<file path="src/rtl/riscv_pipe_pkg.sv">
// rtl/riscv_pipe_pkg.sv - shared types for the pipeline sequencing controller
// Contents: REG_ADDR_W, pipe_state_t (BOOT/RUN/HALT/STEP), ctrl_out_t (five fetch/decode controls)
package riscv_pipe_pkg;

    localparam int REG_ADDR_W = 5;

    typedef enum logic [1:0] {
        BOOT = 2'd0,
        RUN  = 2'd1,
        HALT = 2'd2,
        STEP = 2'd3
    } pipe_state_t;

    typedef struct packed {
        logic pc_write;
        logic if_id_write;
        logic if_flush;
        logic pc_src;
        logic id_ex_bubble;
    } ctrl_out_t;

endpackage

</file>
<file path="src/rtl/pipe_hazard_detect.sv">
// rtl/pipe_hazard_detect.sv - combinational load-use and ID-branch operand hazard detection
// Inputs : id_rs1_i/id_rs2_i + use flags, id_is_branch_i, ex_rd_i/ex_reg_write_i/ex_mem_read_i, mem_rd_i/mem_mem_read_i
// Outputs: lu_o (load-use), bh_o (branch operand hazard), hz_o (either)
module pipe_hazard_detect
    import riscv_pipe_pkg::*;
(
    input  logic [REG_ADDR_W-1:0] id_rs1_i,
    input  logic [REG_ADDR_W-1:0] id_rs2_i,
    input  logic                  id_use_rs1_i,
    input  logic                  id_use_rs2_i,
    input  logic                  id_is_branch_i,
    input  logic [REG_ADDR_W-1:0] ex_rd_i,
    input  logic                  ex_reg_write_i,
    input  logic                  ex_mem_read_i,
    input  logic [REG_ADDR_W-1:0] mem_rd_i,
    input  logic                  mem_mem_read_i,
    output logic                  lu_o,
    output logic                  bh_o,
    output logic                  hz_o
);

    logic ex_match;
    logic mem_match;

    // x0 is hardwired to zero, so a write to it never creates a dependency.
    assign ex_match  = (ex_rd_i != '0) &&
                       ((id_use_rs1_i && (ex_rd_i == id_rs1_i)) ||
                        (id_use_rs2_i && (ex_rd_i == id_rs2_i)));
    assign mem_match = (mem_rd_i != '0) &&
                       ((id_use_rs1_i && (mem_rd_i == id_rs1_i)) ||
                        (id_use_rs2_i && (mem_rd_i == id_rs2_i)));

    assign lu_o = ex_mem_read_i && ex_match;
    // Branches compare in ID, so an ALU result still in EX or load data still in MEM is not yet forwardable.
    assign bh_o = id_is_branch_i && ((ex_reg_write_i && ex_match) || (mem_mem_read_i && mem_match));
    assign hz_o = lu_o || bh_o;

endmodule

</file>
<file path="src/rtl/pipeline_ctrl.sv">
// rtl/pipeline_ctrl.sv - pipeline sequencing controller: stalls, redirects, boot/halt/step FSM, perf counters
// Build option: PIPE_CTRL_DEBUG_EN enables HALT/STEP and the stall/flush counters.
// Inputs : clk, reset_n (async, active-low), ID operands/branch info, EX/MEM producer info, imem_ready, dbg_halt_req, dbg_step
// Outputs: pc_write, IF_ID_write, IF_flush, pc_src, ID_EX_bubble, halted, stall_cnt, flush_cnt
module pipeline_ctrl
    import riscv_pipe_pkg::*;
#(
    parameter int CNT_W = 16
) (
    input  logic                  clk,
    input  logic                  reset_n,
    input  logic [REG_ADDR_W-1:0] id_rs1,
    input  logic [REG_ADDR_W-1:0] id_rs2,
    input  logic                  id_use_rs1,
    input  logic                  id_use_rs2,
    input  logic                  id_is_branch,
    input  logic                  branch_taken,
    input  logic [REG_ADDR_W-1:0] ex_rd,
    input  logic                  ex_reg_write,
    input  logic                  ex_mem_read,
    input  logic [REG_ADDR_W-1:0] mem_rd,
    input  logic                  mem_mem_read,
    input  logic                  imem_ready,
    input  logic                  dbg_halt_req,
    input  logic                  dbg_step,
    output logic                  pc_write,
    output logic                  IF_ID_write,
    output logic                  IF_flush,
    output logic                  pc_src,
    output logic                  ID_EX_bubble,
    output logic                  halted,
    output logic [CNT_W-1:0]      stall_cnt,
    output logic [CNT_W-1:0]      flush_cnt
);

    pipe_state_t state_q;
    pipe_state_t state_d;
    ctrl_out_t   run_ctrl;
    ctrl_out_t   ctrl;
    logic        lu;
    logic        bh;
    logic        hz;
    logic        redirect;
    logic        quiet;

    pipe_hazard_detect u_hazard (
        .id_rs1_i       (id_rs1),
        .id_rs2_i       (id_rs2),
        .id_use_rs1_i   (id_use_rs1),
        .id_use_rs2_i   (id_use_rs2),
        .id_is_branch_i (id_is_branch),
        .ex_rd_i        (ex_rd),
        .ex_reg_write_i (ex_reg_write),
        .ex_mem_read_i  (ex_mem_read),
        .mem_rd_i       (mem_rd),
        .mem_mem_read_i (mem_mem_read),
        .lu_o           (lu),
        .bh_o           (bh),
        .hz_o           (hz)
    );

    // branch_taken is only trustworthy once operands are hazard-free, hence the priority order.
    assign redirect = id_is_branch && branch_taken;
    assign quiet    = !hz && !redirect && imem_ready;

    always_comb begin
        run_ctrl = '0;
        if (hz) begin
            run_ctrl.id_ex_bubble = 1'b1;
        end else if (redirect) begin
            run_ctrl.pc_src      = 1'b1;
            run_ctrl.pc_write    = 1'b1;
            run_ctrl.if_flush    = 1'b1;
            run_ctrl.if_id_write = 1'b1;
        end else if (!imem_ready) begin
            // PC holds while IF/ID takes a flushed bubble so ID does not re-execute stale data.
            run_ctrl.if_flush    = 1'b1;
            run_ctrl.if_id_write = 1'b1;
        end else begin
            run_ctrl.pc_write    = 1'b1;
            run_ctrl.if_id_write = 1'b1;
        end
    end

    always_ff @(posedge clk or negedge reset_n) begin
        if (!reset_n) begin
            state_q <= BOOT;
        end else begin
            state_q <= state_d;
        end
    end

    always_comb begin
        state_d = state_q;
        case (state_q)
            BOOT: state_d = RUN;
`ifdef PIPE_CTRL_DEBUG_EN
            // Halt is only accepted on a clean advancing cycle so a redirect or stall is never split.
            RUN:  if (dbg_halt_req && quiet) state_d = HALT;
            HALT: begin
                if (!dbg_halt_req) begin
                    state_d = RUN;
                end else if (dbg_step) begin
                    state_d = STEP;
                end
            end
            STEP: if (run_ctrl.pc_write) state_d = HALT;
`else
            RUN:  state_d = RUN;
`endif
            default: state_d = RUN;
        endcase
    end

    always_comb begin
        ctrl = '0;
        case (state_q)
            BOOT: begin
                ctrl.if_flush     = 1'b1;
                ctrl.id_ex_bubble = 1'b1;
            end
            RUN, STEP: ctrl = run_ctrl;
            default:   ctrl.id_ex_bubble = 1'b1;
        endcase
    end

    assign pc_write     = ctrl.pc_write;
    assign IF_ID_write  = ctrl.if_id_write;
    assign IF_flush     = ctrl.if_flush;
    assign pc_src       = ctrl.pc_src;
    assign ID_EX_bubble = ctrl.id_ex_bubble;

`ifdef PIPE_CTRL_DEBUG_EN
    logic [CNT_W-1:0] stall_cnt_q;
    logic [CNT_W-1:0] stall_cnt_d;
    logic [CNT_W-1:0] flush_cnt_q;
    logic [CNT_W-1:0] flush_cnt_d;
    logic             cnt_active;

    assign cnt_active = (state_q == RUN) || (state_q == STEP);

    always_comb begin
        stall_cnt_d = stall_cnt_q;
        flush_cnt_d = flush_cnt_q;
        if (cnt_active && !ctrl.pc_write && (stall_cnt_q != {CNT_W{1'b1}})) begin
            stall_cnt_d = stall_cnt_q + {{(CNT_W-1){1'b0}}, 1'b1};
        end
        if (cnt_active && ctrl.if_flush && (flush_cnt_q != {CNT_W{1'b1}})) begin
            flush_cnt_d = flush_cnt_q + {{(CNT_W-1){1'b0}}, 1'b1};
        end
    end

    always_ff @(posedge clk or negedge reset_n) begin
        if (!reset_n) begin
            stall_cnt_q <= '0;
            flush_cnt_q <= '0;
        end else begin
            stall_cnt_q <= stall_cnt_d;
            flush_cnt_q <= flush_cnt_d;
        end
    end

    assign halted    = (state_q == HALT);
    assign stall_cnt = stall_cnt_q;
    assign flush_cnt = flush_cnt_q;
`else
    logic unused_dbg;
    assign unused_dbg = dbg_halt_req ^ dbg_step ^ lu ^ bh;
    assign halted     = 1'b0;
    assign stall_cnt  = '0;
    assign flush_cnt  = '0;
`endif

endmodule

</file>
<file path="config.mk">
export PLATFORM = sky130hd
export DESIGN_NAME = pipeline_ctrl
export DESIGN_NICKNAME = d
export VERILOG_FILES = /design/src/rtl/riscv_pipe_pkg.sv /design/src/rtl/pipe_hazard_detect.sv /design/src/rtl/pipeline_ctrl.sv
export SDC_FILE = /design/constraint.sdc
export NUM_CORES = 1
export LEC_CHECK = 0
export BUFFER_PORTS_ARGS = -buffer_cell sky130_fd_sc_hd__buf_2
export CAP_MARGIN = 10
export CORE_MARGIN = 5
export CORE_UTILIZATION = 36
export CTS_CLUSTER_DIAMETER = 30
export DETAILED_ROUTE_END_ITERATION = 7
export PLACE_DENSITY = 0.86
export SLEW_MARGIN = 5
export SYNTH_ARGS = -nofsm -noshare
export SYNTH_HDL_FRONTEND = slang
export SYNTH_SLANG_ARGS = --single-unit
</file>
<file path="constraint.sdc">
create_clock -name clk -period 3.1 [get_ports clk]
set_clock_uncertainty 0.05 [all_clocks]
set_input_delay 0.155 -clock clk [delete_from_list [all_inputs] [get_ports clk]]
set_output_delay 0.155 -clock clk [all_outputs]
set_load 0.005 [all_outputs]
</file>
==> flow_metrics.tcl <==
set metrics [dict create \
    slew_viol_final 0 \
    min_period_ns 1.75 \
    ctsResizeCount 0 \
    setup_viol 0 \
    max_stage_delay_ns 0.38 \
    p_leak_nw 0.352 \
    p_switching_mw 0.0424 \
    start_util_pct 39.0 \
    ys_types 17 \
    utilization_pct 43.7 \
    vias 537 \
    worstPathRequired_ns 2.89 \
    ys_seq_area_share_pct 4.12 \
    drive_above_1_share_pct 33.0 \
    end_kind "output pin" \
    status "finished, final reports clean" \
    critical_path_class "input port to output pin" \
    p_per_area_nw_per_um2 143 \
    dpl_cell_area_um2 671 \
    max_freq_mhz 572 \
    grt_max_degree 6 \
    grt_antenna_before_repair 0 \
    antenna_left 0 \
    core_um2 1560 \
    fin_crit_sh_pct 56.4 \
    finalPower_mw 0.0971 \
    critPathLaunchType "input port" \
    largest_register_ffs 1 \
    synth_area_per_cell_um2 7.51 \
    path_common_cell "buf_2" \
    io_buffers 34 \
    grt_util_all_layers_pct 9.67 \
    design_area_um2 681 \
    synthCells 81 \
    final.setup.tns_ns 0 \
    p_clk_share_pct 0 \
    final_cells 131 \
    grt_pass1_vias 501 \
    rsz0062_at_grt "false" \
    cp_slowest_cell "or3_1" \
    post-dp-hpwl_um 1350 \
    die_h_um 51.1 \
    power.internal_mw 0.0547 \
    wire_per_inst_um 10.7 \
    fillers 169 \
    registers.top_by_ff_count "state_q" \
    area_growth_pct 11.9 \
    sw_frac_of_total_pct 43.7 \
    clk_pin_slew_ns 0 \
    route.detailed.drc 0 \
    dr.pass1.iters 2 \
    grt_pass1_wl_um 2050 \
    path_max_fanout 5 \
    dp.cells 130 \
    cp_top_family "simple AND/OR/NAND/NOR gates" \
    yosys.area.top_type "buf_4" \
    reg_top3 "state_q x1" \
    io_pins 70 \
    seq_power_share_pct 15.1 \
    dieArea_um2 2610 \
    nets 149 \
    finalHoldViolCount 0 \
    layout_common_cells "conb_1, buf_2, xnor2_1" \
    grt_overflow 0 \
    die_width_um 51.1 \
    rows 14 \
    yosys.area.top_type_share_pct 40.7 \
    cts_setup_buffers 0 \
    synth_seq_cells 1 \
    drt_wl_total_um 1400 \
    gp_congestion 0.818 \
    combPwrFrac_pct 84.9 \
    crit_chain "buf_2 > or3_1 > o311a_1 > a22oi_2 > and4_1 > buf_2" \
    drt-initial-drc-count 2 \
    ys.warnings.count 0 \
    hold_class "input port to asynchronous set/reset pin" \
    ys_top_cells_by_area "buf_4, xnor2_1, nand2_1, dfrtp_1, nand4_1" \
    path_buf_inv 2 \
    diodes 0 \
    vdd_ir_drop_max_v 0.000102 \
    arrival_ns 1.54 \
    hold_buffers 1 \
    cap_violations 0 \
    netlist_area_um2 608 \
    routed_via_density 4.10 \
]
==> how the worst max path moves through the flow <==
stage,from,endpoint,cells after the start
after floorplan,mem_rd[1],pc_src,4
after global placement,mem_rd[1],pc_src,6
after detailed placement,mem_rd[1],pc_src,6
after CTS,mem_rd[1],pc_src,6
after global routing,mem_rd[1],pc_src,6
final,mem_rd[1],pc_src,6
==> power by group through the flow <==
stage	logic, mW	registers (mW)	clock network, mW
after floorplan	0.0744	0.0144	0
after global placement	0.0782	0.0146	0
after detailed placement	0.0803	0.0147	0
after CTS	0.0815	0.0147	0
after global routing	0.0918	0.0149	0
final	0.0824	0.0147	0
==> per-stage QoR <==
step / hold WS [ns] / setup slack, ns
after floorplan: -0.191 / 1.64
after global placement: -0.120 / 1.36
after detailed placement: -0.117 / 1.35
after CTS: 0.420 / 1.34
after global routing: 0.440 / 1.27
final: 0.411 / 1.35
==> cells in the mapped netlist, drive strengths merged <==
library cell  number
buf               33
xnor2             20
nand2              7
nand4              4
a21oi              3
conb               2
o22ai              2
a21bo              1
a22oi              1
and2               1
and3b              1
and4               1
dfrtp              1
nor2               1
nor3               1
o311a              1
or3                1
==> layout make-up <==
class | count | area [um2] | area share, %
Tap cell | 16 | 20.0 | 2.94
Timing Repair Buffer | 35 | 180 | 26.5
Multi-Input combinational cell | 79 | 455 | 66.9
Sequential cell | 1 | 25.0 | 3.68
==> logic make-up after synthesis <==
logic type                Yosys count  share of synthesized area, %
DFF                                 1                          4.11
buffers and inverters              33                          40.7
AOI/OAI and AO/OA                   8                          9.88
and+or+nand+nor                    17                          15.2
other                               2                          1.24
xor gates and xnor gates           20                          28.8
==> per-layer routing <==
layer / global-route usage, % / vias up / wire (um)
met3: 0.872 / 0 / 197
li1: - / 269 / -
met5: 0 / - / 0
met4: 0 / 0 / 0
met2: 22.1 / 38 / 755
met1: 9.42 / 230 / 449
(Power assumes the default switching activity.)
